<file path="config.mk">
export PLATFORM = sky130hd
export DESIGN_NAME = fe_hit_concentrator
export DESIGN_NICKNAME = d
export VERILOG_FILES = /design/src/rtl/fe_hit_concentrator.sv
export SDC_FILE = /design/constraint.sdc
export NUM_CORES = 1
export LEC_CHECK = 0
export ABC_AREA = 0
export ABC_CLOCK_PERIOD_IN_PS = 3000
export CAP_MARGIN = 5
export CELL_PAD_IN_SITES_DETAIL_PLACEMENT = 0
export CELL_PAD_IN_SITES_GLOBAL_PLACEMENT = 1
export CORE_MARGIN = 5
export CORE_UTILIZATION = 34
export DETAILED_ROUTE_END_ITERATION = 12
export PLACE_DENSITY = 0.74
export RECOVER_POWER = 100
export SYNTH_ARGS = -nofsm -noshare
export SYNTH_HDL_FRONTEND = slang
export SYNTH_SLANG_ARGS = --single-unit
</file>
<file path="constraint.sdc">
create_clock -name clk -period 3 [get_ports clk]
set_input_delay 0.45 -clock clk [delete_from_list [all_inputs] [get_ports clk]]
set_output_delay 0.45 -clock clk [all_outputs]
set_load 0.1 [all_outputs]
</file>
<file path="src/rtl/fe_hit_concentrator.sv">
// fe_hit_concentrator
//   Captures the hit slots of up to four FE chips on each BX strobe into a
//   NEXT/ACTIVE double buffer. Each BX is emitted as one framed stream:
//   header, then one word per valid hit in slot order, then a trailer.
//
// Ports
//   clk, rst      clock, synchronous active-high reset
//   en            capture enable (bx_strobe ignored while low)
//   bx_strobe     one-cycle BX marker, hit inputs sampled only here
//   hit_dv        S slot-valid bits, slot s = fe*3 + h
//   hit_data      S x 13-bit words {stub[7:0], bend[4:0]}
//   out_valid     output word valid (registered)
//   out_data      20-bit framed word (registered)
//   out_ready     downstream accept
//   busy          FSM not idle or NEXT buffer occupied
//   drop_cnt      saturating count of BXs dropped on overflow
module fe_hit_concentrator #(
    parameter int N_FE = 4,
    localparam int S = 3 * N_FE
) (
    input  logic            clk,
    input  logic            rst,
    input  logic            en,
    input  logic            bx_strobe,
    input  logic [S-1:0]    hit_dv,
    input  logic [13*S-1:0] hit_data,
    output logic            out_valid,
    output logic [19:0]     out_data,
    input  logic            out_ready,
    output logic            busy,
    output logic [15:0]     drop_cnt
);

    typedef enum logic [1:0] {IDLE, HEADER, HITS, TRAILER} state_t;

    state_t state, state_n;

    // NEXT buffer
    logic              nxt_full;
    logic [S-1:0]      nxt_mask;
    logic [S-1:0][12:0] nxt_data;
    logic [15:0]       nxt_bx;

    // ACTIVE buffer, read by the FSM
    logic [S-1:0]      act_mask, act_mask_n;
    logic [S-1:0][12:0] act_data, act_data_n;
    logic [15:0]       act_bx, act_bx_n;
    logic              act_ovf, act_ovf_n;
    logic [3:0]        hit_cnt, hit_cnt_n;

    logic [15:0]       bx_id;
    logic              ovf;

    logic              xfer, load, capture, accept, drop;
    logic [S-1:0]      lowbit;
    logic [1:0]        sel_fe, sel_h;
    logic [12:0]       sel_data;
    logic              valid_n;
    logic [19:0]       word_n;

    assign xfer    = out_valid & out_ready;
    assign load    = (state == IDLE) & nxt_full;
    assign capture = bx_strobe & en;
    // NEXT can take a new BX if empty or being emptied into ACTIVE this edge
    assign accept  = capture & (~nxt_full | load);
    assign drop    = capture & ~accept;
    assign busy    = (state != IDLE) | nxt_full;

    // isolate the lowest set bit of the mask (two's-complement trick)
    assign lowbit  = act_mask & (~act_mask + {{(S-1){1'b0}}, 1'b1});

    // ACTIVE buffer next values; the output word is built from these so the
    // registered output lines up with the state it belongs to
    always_comb begin
        act_mask_n = act_mask;
        act_data_n = act_data;
        act_bx_n   = act_bx;
        act_ovf_n  = act_ovf;
        hit_cnt_n  = hit_cnt;
        if (load) begin
            act_mask_n = nxt_mask;
            act_data_n = nxt_data;
            act_bx_n   = nxt_bx;
            // the sticky flag is handed to the frame being opened, so a drop
            // is reported by the frame that follows it
            act_ovf_n  = ovf;
            hit_cnt_n  = 4'd0;
        end else if (state == HITS && xfer) begin
            act_mask_n = act_mask & ~lowbit;
            hit_cnt_n  = hit_cnt + 4'd1;
        end
    end

    // state register, buffers, counters and output registers
    always_ff @(posedge clk) begin
        if (rst) begin
            state     <= IDLE;
            nxt_full  <= 1'b0;
            nxt_mask  <= '0;
            nxt_data  <= '0;
            nxt_bx    <= '0;
            act_mask  <= '0;
            act_data  <= '0;
            act_bx    <= '0;
            act_ovf   <= 1'b0;
            hit_cnt   <= '0;
            bx_id     <= '0;
            ovf       <= 1'b0;
            drop_cnt  <= '0;
            out_valid <= 1'b0;
            out_data  <= '0;
        end else begin
            state     <= state_n;
            act_mask  <= act_mask_n;
            act_data  <= act_data_n;
            act_bx    <= act_bx_n;
            act_ovf   <= act_ovf_n;
            hit_cnt   <= hit_cnt_n;
            out_valid <= valid_n;
            out_data  <= word_n;

            if (accept) begin
                nxt_full <= 1'b1;
                nxt_mask <= hit_dv;
                nxt_bx   <= bx_id;
                for (int s = 0; s < S; s++)
                    nxt_data[s] <= hit_data[13*s +: 13];
            end else if (load) begin
                nxt_full <= 1'b0;
            end

            // dropped BXs consume an id as well
            if (capture)
                bx_id <= bx_id + 16'd1;
            if (drop && drop_cnt != 16'hFFFF)
                drop_cnt <= drop_cnt + 16'd1;
            ovf <= drop | (ovf & ~load);
        end
    end

    // next-state logic
    always_comb begin
        state_n = state;
        case (state)
            IDLE:    if (nxt_full) state_n = HEADER;
            HEADER:  if (xfer) state_n = (act_mask != '0) ? HITS : TRAILER;
            HITS:    if (xfer && act_mask_n == '0) state_n = TRAILER;
            TRAILER: if (xfer) state_n = IDLE;
            default: state_n = IDLE;
        endcase
    end

    // output word for the upcoming state; lowest-index slot wins
    always_comb begin
        sel_fe   = 2'd0;
        sel_h    = 2'd0;
        sel_data = act_data_n[0];
        for (int i = S - 1; i >= 0; i--) begin
            if (act_mask_n[i]) begin
                sel_fe   = 2'(i / 3);
                sel_h    = 2'(i % 3);
                sel_data = act_data_n[i];
            end
        end
        valid_n = (state_n != IDLE);
        word_n  = '0;
        case (state_n)
            HEADER:  word_n = {2'b01, 2'b00, act_bx_n};
            HITS:    word_n = {2'b10, sel_fe, sel_h, 1'b0, sel_data};
            TRAILER: word_n = {2'b11, act_ovf_n, 1'b0, act_bx_n[11:0], hit_cnt_n};
            default: word_n = '0;
        endcase
    end

endmodule
</file>
==> results of run 1 <==
-- worst min path at each step --
stage / cells after the start / from / slack, ns / endpoint
floorplan: 2 / nxt_mask[0]$_SDFFE_PP0P_ / 0.43 / nxt_mask[0]$_SDFFE_PP0P_
global placement: 2 / ovf$_SDFF_PP0_ / 0.44 / act_ovf$_SDFF_PP0_
detailed placement: 2 / nxt_data[52]$_SDFFE_PP0P_ / 0.45 / nxt_data[52]$_SDFFE_PP0P_
CTS: 2 / rst / 0.23 / drop_cnt[12]$_SDFFE_PP0P_
global route: 2 / rst / 0.26 / drop_cnt[15]$_SDFFE_PP0P_
finish: 2 / rst / 0.26 / drop_cnt[12]$_SDFFE_PP0P_
-- cell type report --
type	instances	share of cell area (%)
clock buffers	62	5.52
well taps	680	3.60
flip-flops and latches	429	36.4
multi-input cells	1532	36.0
clock inverters	24	1.59
repair buffers	445	16.8
inverters	9	0.143
-- logic make-up after synthesis --
| family | share of synthesized area [%] |
|---|---|
| xor gates and xnor gates | 1.66 |
| and+or+nand+nor | 20.2 |
| AOI/OAI and AO/OA | 17.4 |
| adders and majority gates | 0.216 |
| muxes | 7.43 |
| buffers and inverters | 3.76 |
| DFF | 49.3 |
-- registers in the layout (all words and copies together) (netlist names), 12 cells and up --
register / flops
act_data: 156
nxt_data: 156
out_data: 20
act_bx: 16
bx_id: 16
drop_cnt: 16
nxt_bx: 16
act_mask: 12
nxt_mask: 12
-- synthesized netlist by cell type, drive strengths merged (4+ instances only) --
cell / number
nor4: 5
buf: 26
a221o: 5
or3: 8
nand4: 14
a32o: 7
o211ai: 11
o22ai: 19
xor2: 23
clkbuf: 127
or4: 4
a211oi: 11
mux2i: 128
a221oi: 13
o21ai: 50
a21oi: 312
dfxtp: 429
and3: 6
inv: 9
and2: 12
a22oi: 11
nand2: 547
nand3: 22
nor3: 20
o32ai: 4
and4: 5
o21a: 4
o221ai: 15
xnor2: 10
nor2: 202
a31oi: 11
a21o: 4
-- layer usage --
layer	up-vias	global-route usage, %
li1	7971	-
met1	7629	28.4
met2	427	35.2
met3	87	4.10
met4	0	6.75
met5	-	0
-- through the flow --
step / worst slack (ns) / util [%] / instance area, um^2 / hold slack (ns)
2_1_floorplan: 0.00185 / - / 17400 / 0.431
3_3_place_gp: -0.570 / 42.4 / 21600 / 0.442
3_5_place_dp: -0.648 / 42.4 / 21600 / 0.446
4_1_cts: 0.000970 / 45.9 / 23400 / 0.230
5_1_grt: -0.0697 / 46.4 / 23600 / 0.264
6_report: -0.0418 / 46.4 / 23600 / 0.258
-- worst max-delay path, delay by kind of cell, from the launching register on --
kind	cells	cell delay (ns)
compound gates	4	0.71
simple gates	4	1.89
flops	1	0.32
-- timing repair --
action,CTS,global route
gates resized for setup,19,67
endpoints found under the setup margin,15,19
pin swaps,9,29
setup buffers,5,1
-- power by group through the flow --
stage               Combinational [mW]  Clock, mW  Sequential (mW)
floorplan                        0.564          0             6.03
global placement                  1.17          0             6.07
detailed placement                1.18          0             6.07
CTS                               1.20       6.35             5.94
global route                      1.32       6.60             5.95
finish                            1.22       6.23             5.94
==> reports/summary.md, run 1 <==
The run finished, with violations left. The final reports fail on setup timing. The power share of the combinational group was 9.1%.

The die is 236 um tall. Clock tree synthesis found a total of 429 sinks. No sink is reached through more buffers than the 3 on the longest clock path. The internal power of the cells was 10.2 mW.

Excluding fillers, the count of instances in the completed layout stands at 3181. The worst-case IR drop observed on VDD is 0.365 mV. The logs give 44.4% for the sequential fraction of design power and 3.52 ns for the critical path arrival. In this run the worst setup path begins at act_mask[3]$_SDFF_PP0_. The first routing iteration left 992 violations. The critical path goes through or4_4, or4_4, and3_4, a22o_1, a21oi_2, a221oi_2, or4_4, a32o_1.

The number of inserted filler cells in the final layout came out at 5084. The path type of the worst min-delay path is in2reg. The average cell area after synthesis was 8.20 um^2; the number of iterations in the first detailed-routing pass was 6. In this run the static leakage power is 9.63 nW.

The fraction of power consumed by the clock network came out at 46.5%. The congestion estimate from routability-driven global placement came to 0.946. For the hold violation count in the final report, the log shows 0. Dividing the detail-routed wire length by the instance count gives 19.4 um.

The HPWL after detailed placement is 47.6 mm. Uppermost metal layer occupied by signal nets: met4. Primary flip-flop cell chosen by synthesis mapping: sky130_fd_sc_hd__dfxtp_1. The number of port buffers is 210, and the area of the mapped netlist is 17400 um^2. The share of synthesized registers carrying an async set or reset came out at 0%. Summed over all instances, the cell type with the most area after synthesis is sky130_fd_sc_hd__dfxtp_1. The largest fanout on the critical path is 5, and the register-to-register setup slack is -0.04 ns. For the final-stage net count, the log shows 2640. The via count of the first global-routing pass is 16100, and the transition time at the pin with the least slew margin is 1.18 ns.

The detailed router put a total of 27.7 mm of wire on met1. Summed over all failing endpoints, the final setup total negative slack is -0.0931 ns. The final number of max-transition violations was 0; the largest incremental delay on the critical path was 0.61 ns.

The run gives 0 as the remaining routing DRC violations. STA puts the critical path data required time at 3.48 ns. The library cells used most frequently in the layout, excluding fill and tap cells, are sky130_fd_sc_hd__nand2_1, sky130_fd_sc_hd__dfxtp_1, sky130_fd_sc_hd__a21oi_1.

Net switching is 23.5% of the power. The total overflow left after global routing is 0. The routed design uses 28.8 mm of met2 wire. The clock latency at the later pin of the worst-skew pair was 0.59 ns. The floorplan has 83 rows. STA classifies the critical path startpoint as a flip-flop. The horizontal die dimension came out at 236 um.

Measured against its own limit, the worst slew margin works out to 21.6%. The average vias per placed instance was 5.07; the global-route usage over all layers was 21.3%. The cell that appears most often on the critical path is sky130_fd_sc_hd__or4_4. Counting flops with a built-in enable in the synthesized netlist gives 0.

The routed layout has 16100 vias. The total power of the final layout is 13.4 mW. The critical path is of the reg2reg type. The number of diodes was 0. In this run the worst setup path terminates at out_data[8]$_SDFF_PP0_. The run gives 94.4 mm as the global-route wire length before repair. Counting distinct cell types in the post-synthesis netlist gives 77. For the sequential standard cell area, the log shows 8590 um^2. The logs give 0 for the number of nets with antenna violations after routing and 3091 for the number of instances in the placed design.

Leaving out fill and tap cells, the most frequent cell in the layout is sky130_fd_sc_hd__nand2_1. Measured in cells, the most critical reg-to-reg path has a length of 8. The run gives 49.3% as the part of the Yosys area used for sequential elements.

The clock transition at the registers of the reported paths works out to 0.06 ns. The tools report the post-route clock skew as 0.0317 ns. The power per unit of standard cell area is 567 nW/um^2, and the relative area change from synthesis to final layout is 35.8%. The multi-input combinational cells in the finished layout cover a total of 8520 um^2. The die footprint was 55800 um^2; the pin count of the biggest net entering global routing was 93. When the netlist entered floorplanning its net count stood at 2299. In this run, CTS created clock tree buffers numbering 47. On the critical path, the stage with the largest delay is an instance of sky130_fd_sc_hd__or4_4.

The run gives 0 as the initial antenna violation count. The fraction of layout cells with a size suffix above 1 was 16.7%; the total setup violations reported at the end of the flow was 4. By area the synthesized netlist is led by sky130_fd_sc_hd__dfxtp_1, sky130_fd_sc_hd__nand2_1, sky130_fd_sc_hd__a21oi_1. The tree is rooted in a sky130_fd_sc_hd__clkbuf_16. In the synthesized netlist, the number of instances is 2123. For the routed wire length, the log shows 61.9 mm. Setup repair after global routing could not meet its margin everywhere.

The H-tree was split into 2 levels. Dividing the final minimum period by the clock period gives 101%. The synthesized design devotes to its leading area cell type 49.3% of total area. The run gives -0.0418 ns as the smallest setup slack after layout. TritonCTS built the clock tree. The switching power was 3.15 mW; the initial standard-cell utilization of the core was 34.1%. The count of boundary I/O pins came out at 211. The smallest clock period supported by the final layout is computed as 3.04 ns. After floorplanning, the core was sized to cover 51000 um^2.

The endpoint of the worst-slack reg-to-reg timing path is out_data[8]$_SDFF_PP0_. Number of hold buffers added after CTS: 0. The startpoint identified for the worst register-to-register timing path is act_mask[3]$_SDFF_PP0_. Synthesis inferred 429 register bits. After detailed routing, the met3 layer carries 3.60 mm of wire.

STA classifies the critical path endpoint as a flip-flop. During synthesis, Yosys emitted a total of 0 warnings. The logs give 329 MHz for the peak clock frequency supported by timing and 0 for the number of max-cap violations.
(Power assumes the default switching activity.)
==> run 2, diff against run 1 <==
Settings changed: ABC_AREA 0 to 1.
==> run 2 against run 1 <==
Against the previous run: the flow now finishes without violations; sequential power rose by 2%; die area up 1.7%; worst setup slack better by 0.24 ns; power shrank 1.6%; register-to-register slack better by 0.24 ns; core utilization decreased by 3.7 points; first-iteration DRC count up 1.7%; final area fell by 7.0%; sequential share of layout area up 2.7 points; critical path type unchanged; critical endpoint is now out_data[9]$_SDFF_PP0_; largest power group is now registers.
==> reports/summary.md, run 2 <==
The count of boundary I/O pins is 211 (unchanged). The tools report the global-route usage over all layers as 18.3% (was 21.3%). The die footprint was 56800 um^2 (was 55800 um^2). The transition time at the pin with the least slew margin works out to 1.21 ns (was 1.18 ns). The run gives 48.5% (was 49.3%) as the part of the Yosys area used for sequential elements. The initial antenna violation count was 0 (unchanged); the final cell count without fillers was 3196 (was 3181).

The total of warnings raised by yosys was 0 (unchanged). The type of the worst setup path was reg2reg (unchanged). Leading registers by flop count: act_data x156, nxt_data x156, out_data x20 (unchanged).

Series of cell instances along the critical path: nand2_1, clkbuf_1, nor2_8, clkbuf_1, nand2_1, a31oi_4, nand2_2, nor2_2, nand3_4, nand2_2, nand2_4, o22ai_1, inv_1, a21oi_1 (was or4_4, or4_4, and3_4, a22o_1, a21oi_2, a221oi_2, or4_4, a32o_1). The number of port buffers came out at 210 (unchanged). The tools report the number of max-cap violations as 0 (unchanged). Horizontal die dimension: 238 um (was 236 um).

The TritonCTS buffer count is 48 (was 47). The maximum count of clock buffers along a single path is 3 (unchanged). Via count of the first global-routing pass: 15200 (was 16100). The number of iterations in the first detailed-routing pass is 5 (was 6), and the area of the mapped netlist is 17700 um^2 (was 17400 um^2). The number of synthesized flops with an enable pin was 0 (unchanged); the final number of max-transition violations was 0 (unchanged).

The share of the cycle needed by the critical path after routing was 93.5% (was 101%). The detail-routed net length per standard cell came out at 16.9 um (was 19.4 um). The tools report the pin count of the biggest net entering global routing as 182 (was 93).

Highest-count cells in the layout ignoring fill and taps: sky130_fd_sc_hd__nor2_1, sky130_fd_sc_hd__dfxtp_1, sky130_fd_sc_hd__nand2_1 (was sky130_fd_sc_hd__nand2_1, sky130_fd_sc_hd__dfxtp_1, sky130_fd_sc_hd__a21oi_1). The routed wire length is 54.0 mm (was 61.9 mm), and the number of nets with antenna violations after routing is 0 (unchanged). The clock period minus final worst setup slack was 2.80 ns (was 3.04 ns). The most common library cell in the layout ignoring fill and taps was sky130_fd_sc_hd__nor2_1 (was sky130_fd_sc_hd__nand2_1). The number of synthesized register bits works out to 429 (unchanged). For the net count after synthesis, the log shows 2458 (was 2299). Primary flip-flop cell chosen by synthesis mapping: sky130_fd_sc_hd__dfxtp_1 (unchanged).

The number of instances in the placed design is 3110 (was 3091). The fraction of post-synthesis cell area in the top cell type by area works out to 48.5% (was 49.3%). The post-route clock skew came out at 0.0160 ns (was 0.0317 ns). Synth top area cells: sky130_fd_sc_hd__dfxtp_1, sky130_fd_sc_hd__nor2_1, sky130_fd_sc_hd__mux2i_1 (was sky130_fd_sc_hd__dfxtp_1, sky130_fd_sc_hd__nand2_1, sky130_fd_sc_hd__a21oi_1). Area inside the core boundary: 51500 um^2 (was 51000 um^2). The largest incremental delay on the critical path was 0.37 ns (was 0.61 ns); the average cell area after synthesis was 7.76 um^2 (was 8.20 um^2).

The synthesized instance count was 2282 (was 2123). The number of unique standard cell types used by synthesis was 49 (was 77). The number of diodes is 0 (unchanged), and the final-stage net count is 2656 (was 2640). The largest fanout on the critical path is 16 (was 5). The fraction of layout cells with a size suffix above 1 is 8.55% (was 16.7%).

The flow ran to the end, and the final reports show no timing, DRC or antenna violations. The site row count is 83 (unchanged). Leading post-synthesis cells by instance count: sky130_fd_sc_hd__nor2_1, sky130_fd_sc_hd__dfxtp_1, sky130_fd_sc_hd__nand2_1 (was sky130_fd_sc_hd__nand2_1, sky130_fd_sc_hd__dfxtp_1, sky130_fd_sc_hd__a21oi_1).

The logs give 1009 (was 992) for the starting DRC count in detailed routing and 39.4 mm (was 47.6 mm) for the HPWL after detailed placement. The worst slack at placement is -0.306 ns (was -0.648 ns). The root buffer cell was sky130_fd_sc_hd__clkbuf_16 (unchanged).

The sink count of the clock tree was 429 (unchanged); the overall die height was 238 um (was 236 um). The peak clock frequency supported by timing is 357 MHz (was 329 MHz), and the critical path data required time is 3.50 ns (was 3.48 ns). The logs give 9.78 nW (was 9.63 nW) for the reported leakage power and 0.863 (was 0.946) for the placer's final routability congestion estimate. The initial standard-cell utilization of the core is 34.4% (was 34.1%), and the clock latency at the later pin of the worst-skew pair is 0.57 ns (was 0.59 ns). The cell taking the most area after synthesis was sky130_fd_sc_hd__dfxtp_1 (unchanged). Critical path's slowest cell: sky130_fd_sc_hd__clkbuf_1 (was sky130_fd_sc_hd__or4_4). The depth of the CTS H-tree was 2 (unchanged); the relative area change from synthesis to final layout was 24.1% (was 35.8%). The logs give 3.31 ns (was 3.52 ns) for the critical path arrival and 0 (unchanged) for the residual overflow from global routing.

The global-route wire length before repair is 84.0 mm (was 94.4 mm). Most common cell in the synthesized netlist: sky130_fd_sc_hd__nor2_1 (was sky130_fd_sc_hd__nand2_1). Path type of the worst min-delay path: in2reg (unchanged). Total setup violations reported at the end of the flow: 0 (was 4).

The worst supply voltage drop on vdd was 0.383 mV (was 0.365 mV); the power per unit of standard cell area was 600 nW/um^2 (was 567 nW/um^2). The vias after detailed routing was 15200 (was 16100); the smallest setup slack after layout was 0.195 ns (was -0.0418 ns). Hold violation count in the final report: 0 (unchanged). TritonCTS built the clock tree. Setup repair after global routing left no endpoint under its margin. The share of synthesized registers carrying an async set or reset is 0% (unchanged). The type of element launching the critical path was a flip-flop (unchanged).

Clock transition at the registers of the reported paths: 0.06 ns (about the same). The type of element capturing the critical path was a flip-flop (unchanged). The number of setup buffers added after CTS was 0 (was 5); the average vias per placed instance was 4.76 (was 5.07). The headroom to the max-slew limit is 19.8% (was 21.6%). For the remaining routing DRC violations, the log shows 0 (unchanged).
run 2: power by group:
part / switching (mW) / internal, mW / leakage [nW] / total [mW]
combinational: 0.771 / 0.547 / 5.52 / 1.32
clock: 2.39 / 3.43 / 0.766 / 5.83
sequential: 0.121 / 5.92 / 3.50 / 6.04
run 2: layout make-up:
cell class / instances / area (um^2)
clock buffer: 73 / 1460
clock inverter: 13 / 118
fill: 5325 / 29500
inverter: 138 / 528
multi-input combinational: 1572 / 7900
sequential: 429 / 8590
tap: 680 / 851
timing repair buffer: 291 / 2550
run 2: logic make-up after synthesis:
group,after synthesis,share of synthesized area [%]
compound gates,417,12.6
xor+xnor,1,0.0494
fa+ha+maj,3,0.212
buf+inv,281,6.96
flops,429,48.5
mux,149,8.42
simple gates,1002,23.3
run 2: worst paths after layout:
path,cells after the start,from,slack [ns],to
setup / recovery,14,out_valid$_SDFF_PP0_,0.20,out_data[9]$_SDFF_PP0_
hold / removal,2,rst,0.23,act_bx[15]$_SDFF_PP0_
setup reg to reg,14,out_valid$_SDFF_PP0_,0.20,out_data[9]$_SDFF_PP0_
hold reg to reg,2,nxt_data[2]$_SDFFE_PP0P_,0.45,nxt_data[2]$_SDFFE_PP0P_
run 2: through the flow:
stage	area, um^2	hold WS [ns]	util (%)	setup TNS, ns	power [mW]
after detailed placement	20700	0.444	40.1	-3.61	7.50
after global placement	20700	0.434	40.1	-2.75	7.49
after global routing	22000	0.224	42.7	0	13.7
after CTS	22200	0.203	43.1	0	13.3
final	22000	0.226	42.7	0	13.2
after floorplan	17700	0.425	-	0	6.91
run 2: per-layer routing:
layer	global-route usage [%]	share of wire, %
met1	25.4	48
met2	30.1	46
met3	2.69	3.9
met4	4.83	2.2
met5	0	0
run 2: repair_timing:
action / in CTS / in global routing
hold buffers: 0 / 0
endpoints found under the setup margin: 0 / 18
gates resized for setup: 0 / 5
run 2: critical path, delay by kind of cell (launching register included):
| family | cells | cell delay [ns] |
|---|---|---|
| AND/OR/NAND/NOR | 8 | 1.08 |
| AO/OA/AOI/OAI | 3 | 0.66 |
| buffers and inverters | 3 | 0.66 |
| flip-flops | 1 | 0.33 |
==> run 3, diff against run 2 <==
Settings changed: SETUP_SLACK_MARGIN from default to 0.1.
==> run 3 against run 2 <==
Against the previous run: sequential power hardly changed; via count is 0.14% higher; non-clock buffer count stayed put; critical path depth is 6 lower; power hardly changed; worst setup slack better by 0.044 ns; first-iteration DRC count is 0.50% lower.
==> reports/summary.md, run 3 (synthesized netlist as in run 2, its figures left out) <==
The flow ran to the end, and the final reports show no timing, DRC or antenna violations. The tools report the type of element launching the critical path as a flip-flop (unchanged). The worst supply voltage drop on vdd was 0.383 mV (about the same); the post-route clock skew was 0.0150 ns (was 0.0160 ns).

Hold violation count in the final report: 0 (unchanged). The largest incremental delay on the critical path came out at 0.81 ns (was 0.37 ns). Number of iterations in the first detailed-routing pass: 7 (was 5).

The run gives 0 (unchanged) as the number of setup buffers added after CTS. The run gives 24.8 mm (about the same) as the detailed-routed wire length on met2. The run gives 39.4 mm (unchanged) as the HPWL after detailed placement. The clock transition at the registers of the reported paths works out to 0.06 ns (about the same). The critical path data required time was 3.43 ns (was 3.50 ns). Series of cell instances along the critical path: nor2_4, nand2_8, buf_12, clkbuf_2, mux2i_1, o22ai_1, a21oi_1, nor2_1 (was nand2_1, clkbuf_1, nor2_8, clkbuf_1, nand2_1, a31oi_4, nand2_2, nor2_2, nand3_4, nand2_2, nand2_4, o22ai_1, inv_1, a21oi_1). The starting DRC count in detailed routing was 1004 (was 1009). The horizontal die dimension works out to 238 um (unchanged).

Highest-count cells in the layout ignoring fill and taps: sky130_fd_sc_hd__nor2_1, sky130_fd_sc_hd__dfxtp_1, sky130_fd_sc_hd__nand2_1 (unchanged). The critical path arrival came out at 3.19 ns (was 3.31 ns). The tools report the vias after detailed routing as 15200 (about the same). The run gives 182 (unchanged) as the pin count of the biggest net entering global routing. The run gives 0 (unchanged) as the initial antenna violation count. Power per unit of standard cell area: 598 nW/um^2 (was 600 nW/um^2). The run gives 9.80 nW (was 9.78 nW) as the reported leakage power.

The tools report the final cell count without fillers as 3196 (unchanged). The clock period minus final worst setup slack came out at 2.76 ns (was 2.80 ns). The share of the cycle needed by the critical path after routing works out to 92.0% (was 93.5%).

The setup TNS is 0 ns (unchanged), and the routed wire length is 53.9 mm (was 54.0 mm). The routed metal-1 wirelength is 25.6 mm (was 25.9 mm). The number of inserted filler cells in the final layout was 5318 (was 5325); the number of nets with antenna violations after routing was 0 (unchanged).

The tools report the depth of the CTS H-tree as 2 (unchanged). The run gives 0 (unchanged) as the final number of max-transition violations. The run gives 83 (unchanged) as the site row count. For the headroom to the max-slew limit, the log shows 20.5% (was 19.8%). The total setup violations reported at the end of the flow is 0 (unchanged). The peak clock frequency supported by timing is 362 MHz (was 357 MHz). For the global-route usage over all layers, the log shows 18.3% (about the same). The summed area of non-filler cells in the final layout was 22000 um^2 (about the same); the largest fanout on the critical path was 36 (was 16).

The global-route wire length before repair came out at 84.0 mm (about the same). TritonCTS built the clock tree. The final-stage net count is 2656 (unchanged). The die footprint was 56800 um^2 (unchanged); the final core utilization was 42.8% (was 42.7%). The overall die height came out at 238 um (unchanged). The placer's final routability congestion estimate was 0.863 (unchanged); the total length of routed met3 wires was 2.26 mm (was 2.11 mm). The run gives 8590 um^2 (about the same) as the sequential standard cell area. The run gives 34.4% (unchanged) as the initial standard-cell utilization of the core. The detail-routed net length per standard cell came out at 16.9 um (about the same). Setup repair after global routing left no endpoint under its margin.

The area inside the core boundary was 51500 um^2 (unchanged). Number of port buffers: 210 (unchanged). Register-to-register setup slack: 0.24 ns (was 0.20 ns).

The type of the worst setup path was reg2reg (unchanged). The tools report the number of hold buffers added after CTS as 0 (unchanged). The run gives 211 (unchanged) as the count of boundary I/O pins. Root buffer cell: sky130_fd_sc_hd__clkbuf_16 (unchanged).

The sink count of the clock tree is 429 (unchanged), and the transition time at the pin with the least slew margin is 1.20 ns (was 1.21 ns). The path type of the worst min-delay path was in2reg (unchanged). Via count of the first global-routing pass: 15200 (unchanged). The critical path's slowest cell is sky130_fd_sc_hd__clkbuf_2 (was sky130_fd_sc_hd__clkbuf_1).

The clock latency at the later pin of the worst-skew pair came out at 0.58 ns (was 0.57 ns). Most common library cell in the layout ignoring fill and taps: sky130_fd_sc_hd__nor2_1 (unchanged). The run gives 3 (unchanged) as the maximum count of clock buffers along a single path. Leading registers by flop count: act_data x156, nxt_data x156, out_data x20 (unchanged). The area of the multi-input gates was 7920 um^2 (was 7900 um^2); the number of max-cap violations was 0 (unchanged). The type of element capturing the critical path was a flip-flop (unchanged). The relative area change from synthesis to final layout was 24.4% (was 24.1%).

The number of diodes came out at 0 (unchanged). The remaining routing DRC violations was 0 (unchanged). The fraction of layout cells with a size suffix above 1 works out to 8.78% (was 8.55%).

The average vias per placed instance works out to 4.77 (was 4.76). The uppermost metal layer occupied by signal nets was met4 (unchanged). The residual overflow from global routing is 0 (unchanged), and the TritonCTS buffer count is 48 (unchanged).

The cell area after placement is 20700 um^2 (unchanged), and the number of instances in the placed design is 3110 (unchanged).
run 3: where the power goes:
group	internal [mW]	total (mW)	switching, mW	leakage (nW)
registers	5.92	6.04	0.121	3.50
logic	0.550	1.32	0.772	5.53
clock network	3.43	5.82	2.38	0.766
run 3: repair_timing:
action | 4_1_cts | 5_1_grt
setup endpoints to repair | 9 | 17
resized for setup | 1 | 11
hold endpoints to repair | 0 | 0
run 3: area by class of cell:
cell class | count | share of cell area, %
Inverter | 138 | 2.41
Clock buffer | 73 | 6.61
Multi-Input combinational cell | 1572 | 35.9
Clock inverter | 13 | 0.534
Tap cell | 680 | 3.86
Timing Repair Buffer | 291 | 11.7
Sequential cell | 429 | 39.0
run 3: layer usage:
layer / track usage, % / vias to the layer above
met1: 25.4 / 7098
li1: - / 7778
met2: 30.1 / 290
met4: 4.83 / 0
met5: 0 / -
met3: 2.69 / 77
run 3: path summary, 6_finish.rpt:
| path | startpoint | end | depth (start not counted) |
|---|---|---|---|
| setup / recovery | state[1]$_SDFF_PP0_ | out_data[14]$_SDFF_PP0_ | 8 |
| hold / removal | rst | act_bx[15]$_SDFF_PP0_ | 2 |
| setup reg to reg | state[1]$_SDFF_PP0_ | out_data[14]$_SDFF_PP0_ | 8 |
| hold reg to reg | nxt_data[2]$_SDFFE_PP0P_ | nxt_data[2]$_SDFFE_PP0P_ | 2 |
run 3: per-stage QoR:
| step | hold slack (ns) | setup slack (ns) | total power [mW] |
|---|---|---|---|
| CTS | 0.203 | 0.123 | 13.3 |
| floorplan | 0.425 | 0.333 | 6.91 |
| detailed placement | 0.444 | -0.306 | 7.50 |
| finish | 0.219 | 0.239 | 13.2 |
| global route | 0.224 | 0.0614 | 13.7 |
| global placement | 0.434 | -0.250 | 7.49 |
run 3: worst max-delay path, delay by kind of cell (launching register included):
family                 cells  cell delay [ns]
muxes                      1             0.48
DFF                        1             0.41
and+or+nand+nor            3             0.27
buffers and inverters      2             1.06
AOI/OAI and AO/OA          2             0.37
